[src/rtl/mpx_hilo_unit_if.sv]
// rtl/mpx_hilo_unit_if.sv - issue, writeback and result signals of the HI/LO unit
interface mpx_hilo_unit_if;
    logic        opcode_valid_i;
    logic [31:0] opcode_opcode_i;
    logic [31:0] opcode_rs_operand_i;
    logic        hold_i;
    logic        mul_wb_valid_i;
    logic [31:0] mul_wb_hi_i;
    logic [31:0] mul_wb_lo_i;
    logic        div_wb_valid_i;
    logic [31:0] div_wb_hi_i;
    logic [31:0] div_wb_lo_i;
    logic        stall_o;
    logic        result_valid_o;
    logic [31:0] result_o;
    logic [31:0] hi_o;
    logic [31:0] lo_o;
    logic        err_o;

    modport master (
        output opcode_valid_i, opcode_opcode_i, opcode_rs_operand_i, hold_i,
        output mul_wb_valid_i, mul_wb_hi_i, mul_wb_lo_i,
        output div_wb_valid_i, div_wb_hi_i, div_wb_lo_i,
        input  stall_o, result_valid_o, result_o, hi_o, lo_o, err_o
    );

    modport slave (
        input  opcode_valid_i, opcode_opcode_i, opcode_rs_operand_i, hold_i,
        input  mul_wb_valid_i, mul_wb_hi_i, mul_wb_lo_i,
        input  div_wb_valid_i, div_wb_hi_i, div_wb_lo_i,
        output stall_o, result_valid_o, result_o, hi_o, lo_o, err_o
    );
endinterface

[src/rtl/mpx_hilo_unit.sv]
// rtl/mpx_hilo_unit.sv - MIPS HI/LO registers with mult/div writeback tracking and interlock
module mpx_hilo_unit #(
    parameter int MAX_PENDING = 3
) (
    input  logic             clk_i,
    input  logic             rst_ni,
    mpx_hilo_unit_if.slave   bus
);
    localparam int CW = $clog2(MAX_PENDING + 1);

    typedef enum logic {KIND_MUL = 1'b0, KIND_DIV = 1'b1} kind_e;

    logic [CW-1:0] pending_q;
    kind_e         kind_q;
    logic [31:0]   hi_q, lo_q, result_q;
    logic          result_valid_q, err_q;

    logic [5:0] funct;
    logic       special, is_mfhi, is_mflo, is_mthi, is_mtlo, is_mf, is_mt, is_md;
    kind_e      new_kind;
    logic       unused_bits;

    assign funct       = bus.opcode_opcode_i[5:0];
    assign special     = (bus.opcode_opcode_i[31:26] == 6'd0);
    assign unused_bits = ^bus.opcode_opcode_i[25:6];
    assign is_mfhi     = special && (funct == 6'h10);
    assign is_mthi     = special && (funct == 6'h11);
    assign is_mflo     = special && (funct == 6'h12);
    assign is_mtlo     = special && (funct == 6'h13);
    assign is_md       = special && (funct[5:2] == 4'b0110);
    assign is_mf       = is_mfhi || is_mflo;
    assign is_mt       = is_mthi || is_mtlo;
    assign new_kind    = funct[1] ? KIND_DIV : KIND_MUL;

    // Writebacks are only consumed while the pipeline is not held.
    logic        mul_take, div_take;
    logic [1:0]  wb_cnt;
    logic [CW:0] pend_ext, cnt_ext;
    logic        underflow;
    logic [CW-1:0] pend_after, pend_next;

    assign mul_take   = bus.mul_wb_valid_i && !bus.hold_i;
    assign div_take   = bus.div_wb_valid_i && !bus.hold_i;
    assign wb_cnt     = {1'b0, mul_take} + {1'b0, div_take};
    assign pend_ext   = {1'b0, pending_q};
    assign cnt_ext    = (CW+1)'(wb_cnt);
    assign underflow  = cnt_ext > pend_ext;
    assign pend_after = underflow ? '0 : CW'(pend_ext - cnt_ext);

    logic stall, accept, wb_err;

    assign stall = bus.opcode_valid_i && (
                       ((is_mf || is_mt) && (pend_after != '0)) ||
                       (is_md && (pending_q == CW'(MAX_PENDING))) ||
                       (is_md && (pend_after != '0) && (kind_q != new_kind)));
    assign accept    = bus.opcode_valid_i && !stall && !bus.hold_i;
    assign pend_next = pend_after + CW'(accept && is_md);
    assign wb_err    = (mul_take && div_take) || underflow;

    // Program order within a cycle: mul writeback, div writeback, then MTHI/MTLO.
    logic [31:0] hi_wb, lo_wb, hi_d, lo_d;

    assign hi_wb = div_take ? bus.div_wb_hi_i : (mul_take ? bus.mul_wb_hi_i : hi_q);
    assign lo_wb = div_take ? bus.div_wb_lo_i : (mul_take ? bus.mul_wb_lo_i : lo_q);
    assign hi_d  = (accept && is_mthi) ? bus.opcode_rs_operand_i : hi_wb;
    assign lo_d  = (accept && is_mtlo) ? bus.opcode_rs_operand_i : lo_wb;

    always_ff @(posedge clk_i or negedge rst_ni) begin
        if (!rst_ni) begin
            pending_q      <= '0;
            kind_q         <= KIND_MUL;
            hi_q           <= '0;
            lo_q           <= '0;
            result_q       <= '0;
            result_valid_q <= 1'b0;
            err_q          <= 1'b0;
        end else if (!bus.hold_i) begin
            pending_q      <= pend_next;
            hi_q           <= hi_d;
            lo_q           <= lo_d;
            result_valid_q <= accept && is_mf;
            if (accept && is_md) kind_q <= new_kind;
            if (accept && is_mf) result_q <= is_mfhi ? hi_wb : lo_wb;
            if (wb_err) err_q <= 1'b1;
        end
    end

    assign bus.stall_o        = stall;
    assign bus.result_valid_o = result_valid_q;
    assign bus.result_o       = result_q;
    assign bus.hi_o           = hi_q;
    assign bus.lo_o           = lo_q;
    assign bus.err_o          = err_q;
endmodule

[src/flat_wrapper.sv]
// flat-port wrapper written by rule: the top's interface ports become plain ports
module mpx_hilo_unit_flat 
#(
    parameter int MAX_PENDING = 3
)
  (clk_i, rst_ni, bus_opcode_valid_i, bus_opcode_opcode_i, bus_opcode_rs_operand_i, bus_hold_i, bus_mul_wb_valid_i, bus_mul_wb_hi_i, bus_mul_wb_lo_i, bus_div_wb_valid_i, bus_div_wb_hi_i, bus_div_wb_lo_i, bus_stall_o, bus_result_valid_o, bus_result_o, bus_hi_o, bus_lo_o, bus_err_o);
  mpx_hilo_unit_if bus_i ();
  input  logic clk_i;
  input  logic rst_ni;
  input wire logic [$bits(bus_i.opcode_valid_i)-1:0] bus_opcode_valid_i;
  input wire logic [$bits(bus_i.opcode_opcode_i)-1:0] bus_opcode_opcode_i;
  input wire logic [$bits(bus_i.opcode_rs_operand_i)-1:0] bus_opcode_rs_operand_i;
  input wire logic [$bits(bus_i.hold_i)-1:0] bus_hold_i;
  input wire logic [$bits(bus_i.mul_wb_valid_i)-1:0] bus_mul_wb_valid_i;
  input wire logic [$bits(bus_i.mul_wb_hi_i)-1:0] bus_mul_wb_hi_i;
  input wire logic [$bits(bus_i.mul_wb_lo_i)-1:0] bus_mul_wb_lo_i;
  input wire logic [$bits(bus_i.div_wb_valid_i)-1:0] bus_div_wb_valid_i;
  input wire logic [$bits(bus_i.div_wb_hi_i)-1:0] bus_div_wb_hi_i;
  input wire logic [$bits(bus_i.div_wb_lo_i)-1:0] bus_div_wb_lo_i;
  output wire logic [$bits(bus_i.stall_o)-1:0] bus_stall_o;
  output wire logic [$bits(bus_i.result_valid_o)-1:0] bus_result_valid_o;
  output wire logic [$bits(bus_i.result_o)-1:0] bus_result_o;
  output wire logic [$bits(bus_i.hi_o)-1:0] bus_hi_o;
  output wire logic [$bits(bus_i.lo_o)-1:0] bus_lo_o;
  output wire logic [$bits(bus_i.err_o)-1:0] bus_err_o;
  assign bus_i.opcode_valid_i = bus_opcode_valid_i;
  assign bus_i.opcode_opcode_i = bus_opcode_opcode_i;
  assign bus_i.opcode_rs_operand_i = bus_opcode_rs_operand_i;
  assign bus_i.hold_i = bus_hold_i;
  assign bus_i.mul_wb_valid_i = bus_mul_wb_valid_i;
  assign bus_i.mul_wb_hi_i = bus_mul_wb_hi_i;
  assign bus_i.mul_wb_lo_i = bus_mul_wb_lo_i;
  assign bus_i.div_wb_valid_i = bus_div_wb_valid_i;
  assign bus_i.div_wb_hi_i = bus_div_wb_hi_i;
  assign bus_i.div_wb_lo_i = bus_div_wb_lo_i;
  assign bus_stall_o = bus_i.stall_o;
  assign bus_result_valid_o = bus_i.result_valid_o;
  assign bus_result_o = bus_i.result_o;
  assign bus_hi_o = bus_i.hi_o;
  assign bus_lo_o = bus_i.lo_o;
  assign bus_err_o = bus_i.err_o;
  mpx_hilo_unit #(.MAX_PENDING(MAX_PENDING)) u_core (.clk_i(clk_i), .rst_ni(rst_ni), .bus(bus_i));
endmodule
[config.mk]
export PLATFORM = sky130hd
export DESIGN_NAME = mpx_hilo_unit_flat
export DESIGN_NICKNAME = d
export VERILOG_FILES = /design/src/rtl/mpx_hilo_unit_if.sv /design/src/rtl/mpx_hilo_unit.sv /design/src/flat_wrapper.sv
export SDC_FILE = /design/constraint.sdc
export NUM_CORES = 1
export LEC_CHECK = 0
export ABC_AREA = 1
export CORE_UTILIZATION = 42
export CTS_CLUSTER_SIZE = 10
export DETAILED_ROUTE_END_ITERATION = 10
export GPL_TIMING_DRIVEN = 0
export PLACE_DENSITY = 0.88
export SLEW_MARGIN = 20
export SYNTH_ARGS = -nofsm -noshare
export SYNTH_HDL_FRONTEND = slang
export SYNTH_SLANG_ARGS = --single-unit
[constraint.sdc]
create_clock -name clk_i -period 4.2 [get_ports clk_i]
set_input_delay 0.84 -clock clk_i [delete_from_list [all_inputs] [get_ports clk_i]]
set_output_delay 0.84 -clock clk_i [all_outputs]
set_load 0.005 [all_outputs]
# Word-level counts from Yosys, hierarchy flattened
# Cells that the tools add are included.
[totals] register_bits=101 in_bits=198 out_inout_bits=99 wordCells=60
[op_classes] n_addsub=3 order_cmp=1 n_eq_ne=7 mux=9 bitwise_logic=1 reduce_logical=32
[op_table] op="$mux W32" count=7
[op_table] op="$eq A6 B5 Y1 const B" count=4
[op_table] op="$logic_and A1 B1 Y1" count=19
[op_table] op="$logic_not A6 Y1" count=1
[op_table] op="$logic_or A1 B1 Y1" count=6
[op_table] op="$reduce_and A2 Y1" count=3
[op_table] op="$eq A4 B3 Y1 const B" count=1
[op_table] op="$add A1 B1 Y2" count=1
[op_table] op="$add A2 B1 Y2" count=1
[op_table] op="$eq A2 B2 Y1 const B" count=1
[op_table] op="$gt A2 B2 Y1" count=1
[op_table] op="$logic_not A1 Y1" count=2
[op_table] op="$mux W2" count=1
[op_table] op="$reduce_bool A2 Y1" count=1
[op_table] op="$sub A2 B2 Y2" count=1
[op_table] op="$mux W1" count=1
[op_table] op="$ne A1 B1 Y1" count=1
[op_table] op="$not A1 Y1" count=1

# Logic depth before layout (Yosys ltp)
# Gate-level depths: netlist of the first run.
[depth] word_depth=15 depth_mapped=17 mapped_depth_nobuf=15

# Worst setup path after synthesis of the first run
# OpenSTA, ideal clock, no wires.
[synth_path] kind="in2out" startpoint="input port bus_hold_i" endpoint="output port bus_stall_o" t_arrival_ps=2976 required_time_ps=3360 slack_ps=384 path_stages=14 cell_sequence="inv_2 > nand2_1 > inv_1 > buf_2 > buf_2 > ha_1 > ha_1 > inv_1 > fa_1 > nand2_1 > o21ai_0 > a21oi_4 > buf_2 > nor2_1"
[synth_between] elab_chain_len=10 elab_cells_between_ends=14 cone_classes="2 x add/sub; 1 x order compare; 1 x mux; 10 x reduce/logical"
[synth_rtl] element="start: declaration" line_no="flat_wrapper.sv:13" text="input wire logic [$bits(bus_i.hold_i)-1:0] bus_hold_i;"
[synth_rtl] element="$logic_not A1 Y1 *" line_no="mpx_hilo_unit.sv:42, mpx_hilo_unit.sv:43"
[synth_rtl] element="$logic_and A1 B1 Y1 (on tied branches)" line_no="mpx_hilo_unit.sv:42, mpx_hilo_unit.sv:43"
[synth_rtl] element="$add A1 B1 Y2 *" line_no="mpx_hilo_unit.sv:44" text="assign wb_cnt = {1'b0, mul_take} + {1'b0, div_take};"
[synth_rtl] element="$sub A2 B2 Y2 / $gt A2 B2 Y1 (equally long branches)" line_no="mpx_hilo_unit.sv:48, mpx_hilo_unit.sv:47"
[synth_rtl] element="$mux W2 *" line_no="mpx_hilo_unit.sv:48" text="assign pend_after = underflow ? '0 : CW'(pend_ext - cnt_ext);"
[synth_rtl] element="$reduce_bool A2 Y1 *" line_no="mpx_hilo_unit.sv:53, mpx_hilo_unit.sv:55"
[synth_rtl] element="$logic_and A1 B1 Y1 (on tied branches)" line_no="mpx_hilo_unit.sv:53, mpx_hilo_unit.sv:55"
[synth_rtl] element="$logic_or A1 B1 Y1 / $logic_and A1 B1 Y1 (equally long branches)" line_no="mpx_hilo_unit.sv:53, mpx_hilo_unit.sv:55"
[synth_rtl] element="$logic_or A1 B1 Y1 *" line_no="mpx_hilo_unit.sv:54" text="(is_md && (pending_q == CW'(MAX_PENDING))) ||"
[synth_rtl] element="$logic_and A1 B1 Y1 *" line_no="mpx_hilo_unit.sv:52" text="assign stall = bus.opcode_valid_i && ("
[synth_rtl] element="end: declaration" line_no="flat_wrapper.sv:20" text="output wire logic [$bits(bus_i.stall_o)-1:0] bus_stall_o;"
# Mark *: on every way between the ends. The rest lies on a longest branch, timed or not.

# Final worst setup path of the first run
[layout_path] startpoint="input port bus_div_wb_valid_i" endpoint="output port bus_stall_o"
[layout_between] elab_chain_len=9 elab_cells_between_ends=12 cone_classes="2 x add/sub; 1 x order compare; 1 x mux; 8 x reduce/logical"
[layout_rtl] element="start: declaration" line_no="flat_wrapper.sv:17" text="input wire logic [$bits(bus_i.div_wb_valid_i)-1:0] bus_div_wb_valid_i;"
[layout_rtl] element="$logic_and A1 B1 Y1 *" line_no="mpx_hilo_unit.sv:43" text="assign div_take = bus.div_wb_valid_i && !bus.hold_i;"
[layout_rtl] element="$add A1 B1 Y2 *" line_no="mpx_hilo_unit.sv:44"
[layout_rtl] element="$sub A2 B2 Y2 / $gt A2 B2 Y1 (equally long branches)" line_no="mpx_hilo_unit.sv:48, mpx_hilo_unit.sv:47"
[layout_rtl] element="$mux W2 *" line_no="mpx_hilo_unit.sv:48"
[layout_rtl] element="$reduce_bool A2 Y1 *" line_no="mpx_hilo_unit.sv:53, mpx_hilo_unit.sv:55"
[layout_rtl] element="$logic_and A1 B1 Y1 (on tied branches)" line_no="mpx_hilo_unit.sv:53, mpx_hilo_unit.sv:55"
[layout_rtl] element="$logic_or A1 B1 Y1 / $logic_and A1 B1 Y1 (equally long branches)" line_no="mpx_hilo_unit.sv:53, mpx_hilo_unit.sv:55"
[layout_rtl] element="$logic_or A1 B1 Y1 *" line_no="mpx_hilo_unit.sv:54"
[layout_rtl] element="$logic_and A1 B1 Y1 *" line_no="mpx_hilo_unit.sv:52"
# Marks and branches as above.

==> results.toml, run 1 <==
[global_routing]
overflow = 0
track_usage_pct = 38.7
grt_pass1_wl_um = 42600
grt_max_degree = 56
grt_pass1_vias = 7573
grt_antenna_before_repair = 0

[power_and_ir_drop]
total_power_mw = 2.87
powerDensity_nw_per_um2 = 300
power.switching_uw = 861
pwr-share-seq_pct = 39.3
p_comb_share_pct = 30.2
ir_drop_uv = 201
leakagePower_nw = 4.44
swShare_pct = 30.0
p_int_mw = 2.01
p_clk_share_pct = 30.5

[route]
drtPass1Iterations = 6
vias_per_cell = 5.81
drc = 0
vias = 7975
wire_per_inst_um = 21.0
drt_iter0_drc = 1257
ant_nets = 0
wl_um = 28900

[die]
die_y_um = 123
die-area_um2 = 15100
start_util_pct = 43.7
core_um2 = 14000
io_pins = 297
rows = 43
die_x_um = 123

[cells_and_area]
diodes = 0
utilization_pct = 68.2
final_nets = 1390
drive_gt1_share_pct = 7.63
syn_to_final_growth_pct = 56.0

[critical_path]
r2r.worst_path.cells = 12
crit_chain = "clkdlybuf4s50_1 -> nand2_1 -> inv_1 -> buf_12 -> ha_4 -> ha_1 -> inv_1 -> fa_1 -> nand2_2 -> o21ai_2 -> a21oi_4 -> buf_6 -> nor2_1 -> dlygate4sd2_1"
cp-end-kind = "output port"
r2r_slack_ns = 1.85
startpoint_type = "input pin"
cp_top_family = "buffers and inverters"
path_common_cell = "inv_1"
crit_buf_inv = 6
r2r_end = "u_core.bus.result_o[27]"
crit_fanout = 4
path_class = "input pin to output port"
timing.rr.start = "u_core.pending_q[0]"
cpMaxStageDelayCell = "clkdlybuf4s50_1"
crit_required_ns = 3.36
arrival_ns = 3.25
cp_slowest_stage_delay_ns = 0.46

[timing]
worst_slew_pin_slew_ns = 0.791
slew_violations = 0
fin_hold_ws_ns = 0.421
hold_viol_final = 0
fmax_mhz = 244
fin_crit_sh_pct = 97.5
setup_viol = 0
slew_headroom_pct = 47.3
fin_crit_ns = 4.09
finClkSkew_ns = 0.00671

[clocking]
clockBufferDepth = 2
path_clk_slew_ns = 0.07
cts-hold-fix-buffers = 0
clk-insertion-delay-late_ns = 0.35
cts_tree = "built"
cts_root_buffer = "clkbuf_16"
clkSinkCount = 101
cts_buffers = 9
h-tree-depth = 3

[synthesis]
yosysTopAreaCell = "dfrtp_1"
postSynthRegisterBits = 101
syn_inst = 892
synth_edf_count = 0
ys.flop_type = "dfrtp_1"
netlist.area_leader.share_pct = 41.2
async_flop_share_pct = 100
synth-warning-count = 0
synthTopCellsByArea = "dfrtp_1 (41%), nand2_1 (23%), nand4_1 (10%)"
syn_area_um2 = 6140
yosysMostFrequentCell = "nand2_1"
synth_cell_types = 25
ys_seq_area_share_pct = 41.2
synth_fp_nets = 1094
synthTopCellsByCount = "nand2_1 (371), dfrtp_1 (101), nand4_1 (99), nor2_1 (76), o21ai_0 (70)"
synth_area_per_cell_um2 = 6.88

[placed_design]
gp_congestion = 0.945
dp_hpwl_um = 21200
portBuffers = 276

[worst_hold_path]
holdCritPathClass = "input pin to asynchronous set/reset pin"

[run_status]
status = "finished clean"

[run]
cap_violations = 0
==> per-stage QoR <==
stage / setup WS, ns / instance area, µm² / cells / setup TNS [ns]
3_5_place_dp: -1.29 / 9150 / 1349 / -24.99
6_report: 0.105 / 9570 / 1372 / 0
5_1_grt: -0.0112 / 9570 / 1372 / -0.0112
4_1_cts: 0.0606 / 9530 / 1367 / 0
3_3_place_gp: -1.56 / 9120 / 1348 / -170.54
2_1_floorplan: 0.384 / 6140 / 892 / 0
==> layer usage <==
metal	part of all wire (%)	routed length, µm	up-vias	track usage [%]
met4	3.8	1090	0	17.0
met3	13	3650	110	10.7
met5	0	0	-	0
li1	-	-	3547	-
met1	37	10700	3695	48.5
met2	47	13400	623	62.2
==> logic make-up (layout without fill, tap and decap cells) <==
kind of cell / Yosys count / after routing / share of synthesized area [%]
AO/OA/AOI/OAI: 133 / 133 / 11.1
XOR/XNOR: 2 / 2 / 0.286
AND/OR/NAND/NOR: 558 / 558 / 39.1
flip-flops: 101 / 101 / 41.2
buffers and inverters: 94 / 394 / 7.42
adder cells (fa/ha/maj): 4 / 4 / 0.938
==> power by group through the flow <==
stage	sequential, mW	combinational, mW	clock, mW
detailed placement	1.14	0.805	0
finish	1.13	0.866	0.877
floorplan	1.14	0.309	0
CTS	1.13	0.835	0.863
global placement	1.14	0.785	0
global route	1.13	0.934	0.901
==> cells in the final DEF, fill, tap and decap left out, types with 2 or more instances in the layout <==
cell type          n
clkdlybuf4s50_1  273
nor2_2             2
nand2_1          369
inv_1             17
dfrtp_1          101
inv_2              4
buf_2             30
buf_1              2
xor2_1             2
buf_6              4
nand4_1           99
clkbuf_1          23
buf_12             2
o21ai_1           35
ha_1               2
clkbuf_8           2
o21ai_0           69
clkinv_2           2
nand4_2            4
buf_4             21
nand2_2            3
clkbuf_16          9
nor2_1            76
a21oi_1           26
nand3_1            3
==> worst max-delay path by stage <==
stage                                   from                 end  cells after the start
after detailed placement          bus_hold_i         bus_stall_o                     16
after floorplan                   bus_hold_i         bus_stall_o                     14
after global routing      bus_div_wb_valid_i         bus_stall_o                     14
final                     bus_div_wb_valid_i         bus_stall_o                     14
after CTS                 bus_mul_wb_valid_i         bus_stall_o                     15
after global placement                rst_ni  u_core.bus.hi_o[9]                      1
==> state kept, by name, indices dropped and copies added, names as in the netlist <==
name                       cells
u_core.bus.hi_o               32
u_core.bus.result_o           32
u_core.bus.result_valid_o      1
u_core.pending_q               2
u_core.bus.err_o               1
u_core.kind_q                  1
u_core.bus.lo_o               32
==> final cells by class <==
| cell class | count | area (µm²) |
|---|---|---|
| well taps | 180 | 225 |
| repair buffers | 287 | 2870 |
| flip-flops and latches | 101 | 2530 |
| fillers | 1184 | 4470 |
| inverters | 21 | 78.8 |
| clock inverters | 4 | 47.5 |
| clock buffers | 11 | 253 |
| multi-input cells | 697 | 3170 |
| plain buffers | 71 | 400 |
==> timing repair <==
action	CTS	global route
pin swaps	3	3
endpoints found under the setup margin	1	1
resized for setup	17	6
buffers inserted	4	6
No activity file was read; power rests on OpenSTA's default activity.
==> run 2, diff against run 1 <==
Settings changed: CTS_BUF_LIST from default to sky130_fd_sc_hd__clkbuf_16.
==> run 2 against run 1 <==
Combinational power is essentially flat; core utilization is 0.14 points lower; via count grew 0.95%; highest routed layer unchanged.
==> results.toml, run 2 (synthesized netlist as in run 1, its figures left out) <==
[critical_path]
crit_required_ns = 3.36
path_common_cell = "inv_1"
startpoint_type = "input pin"
path_class = "input pin to output port"
arrival_ns = 3.26
cp_top_family = "buffers and inverters"
cpMaxStageDelayCell = "clkdlybuf4s50_1"
crit_buf_inv = 6
cp_slowest_stage_delay_ns = 0.46
crit_fanout = 4
cp-end-kind = "output port"
crit_chain = "clkdlybuf4s50_1 -> nand2_1 -> inv_1 -> buf_12 -> ha_4 -> ha_1 -> inv_1 -> fa_1 -> nand2_2 -> o21ai_2 -> a21oi_4 -> buf_6 -> nor2_1 -> dlygate4sd2_1"

[die]
start_util_pct = 43.7
die_x_um = 123
die_y_um = 123
rows = 43
core_um2 = 14000
io_pins = 297
die-area_um2 = 15100

[timing]
fin_crit_ns = 4.10
setup-tns-final_ns = 0
hold_viol_final = 0
fmax_mhz = 244
worst_slew_pin_slew_ns = 0.807
slew_violations = 0
setup_viol = 0
fin_crit_sh_pct = 97.5
finClkSkew_ns = 0.00636
slew_headroom_pct = 46.2

[clocking]
path_clk_slew_ns = 0.06
clockBufferDepth = 2
cts_buffers = 9
h-tree-depth = 3
cts_tree = "built"
clk-insertion-delay-late_ns = 0.35
cts_root_buffer = "clkbuf_16"
clkSinkCount = 101

[placed_design]
dp_hpwl_um = 21200
portBuffers = 276
gp_congestion = 0.945

[global_routing]
grt_pass1_vias = 7574
track_usage_pct = 38.7
grt_max_degree = 56
overflow = 0
grt_pass1_wl_um = 42600
grt_antenna_before_repair = 0

[cells_and_area]
final_common_cell = "nand2_1"
fill_cells = 1184
utilization_pct = 68.0
final_cell_mix = "nand2_1 (369), clkdlybuf4s50_1 (273), dfrtp_1 (101)"
drive_gt1_share_pct = 7.47
syn_to_final_growth_pct = 55.7
diodes = 0
final_nets = 1390

[route]
drtPass1Iterations = 9
ant_nets = 0
wire_per_inst_um = 21.1
vias_per_cell = 5.87
drt_iter0_drc = 1203
drc = 0
wl_um = 28900
vias = 8051

[run]
cap_violations = 0

[worst_hold_path]
holdCritPathClass = "input pin to asynchronous set/reset pin"

[power_and_ir_drop]
ir_drop_uv = 201
leakagePower_nw = 4.43
powerDensity_nw_per_um2 = 296

[run_status]
status = "finished clean"
==> run 2: changes by cell type in the layout (fill, tap and decap cells not counted), sizes merged <==
cell,previous run,this run
clkbuf,34,32
clkinv,2,4
==> run 2: layout make-up <==
type,instances,area (µm²),share of cell area [%]
well taps,180,225,2.36
inverters,21,78.8,0.825
multi-input cells,697,3170,33.2
repair buffers,287,2870,30.0
clock buffers,9,225,2.36
flip-flops and latches,101,2530,26.5
clock inverters,6,55.1,0.576
plain buffers,71,400,4.19
==> run 2: metrics by stage <==
stage | power, mW | cell area (µm²) | setup WS (ns) | hold slack, ns | std cells
after global placement | 1.93 | 9120 | -1.56 | 0.463 | 1348
final | 2.83 | 9550 | 0.104 | 0.421 | 1372
after detailed placement | 1.95 | 9150 | -1.29 | 0.465 | 1349
after global routing | 2.93 | 9550 | -0.0112 | 0.459 | 1372
after floorplan | 1.45 | 6140 | 0.384 | 0.468 | 892
after CTS | 2.78 | 9510 | 0.0606 | 0.440 | 1367
==> run 2: final timing paths <==
check / slack, ns / from / cells past startpoint / endpoint
worst min register to register: 0.48 / u_core.bus.result_o[11] / 2 / u_core.bus.result_o[11]
max in group asynchronous: 3.15 / rst_ni / 2 / u_core.bus.result_o[31]
worst max-delay path: 0.10 / bus_div_wb_valid_i / 14 / bus_stall_o
worst min-delay path: 0.42 / rst_ni / 1 / u_core.bus.result_o[19]
worst max register to register: 1.85 / u_core.pending_q[0] / 12 / u_core.bus.hi_o[8]
min in group clk_i: 0.48 / u_core.bus.result_o[11] / 2 / u_core.bus.result_o[11]
==> run 2: power breakdown <==
group / total, mW / switching (mW) / internal [mW]
Clock: 0.832 / 0.378 / 0.453
Combinational: 0.866 / 0.413 / 0.454
Sequential: 1.13 / 0.0624 / 1.07
Total: 2.83 / 0.853 / 1.97
==> run 2: per-layer routing <==
metal | track usage [%] | vias up | wire length [µm]
met5 | 0 | - | 0
met4 | 17.0 | 0 | 1230
met3 | 10.7 | 130 | 3800
met2 | 62.2 | 667 | 13300
met1 | 48.5 | 3710 | 10600
li1 | - | 3544 | -
==> run 2: repair_timing <==
| action | 4_1_cts | 5_1_grt |
|---|---|---|
| hold buffers | 0 | 0 |
| endpoints found under the setup margin | 1 | 1 |
| buffers inserted | 4 | 6 |
| pin swaps | 3 | 3 |
| resized for setup | 17 | 6 |
==> run 2: worst reg2reg max path: cells and delay by family (launching register included) <==
family,cells,cell delay (ns)
compound gates,2,0.26
fa+ha+maj,2,0.64
buf+inv,5,0.67
flops,1,0.38
simple gates,3,0.33
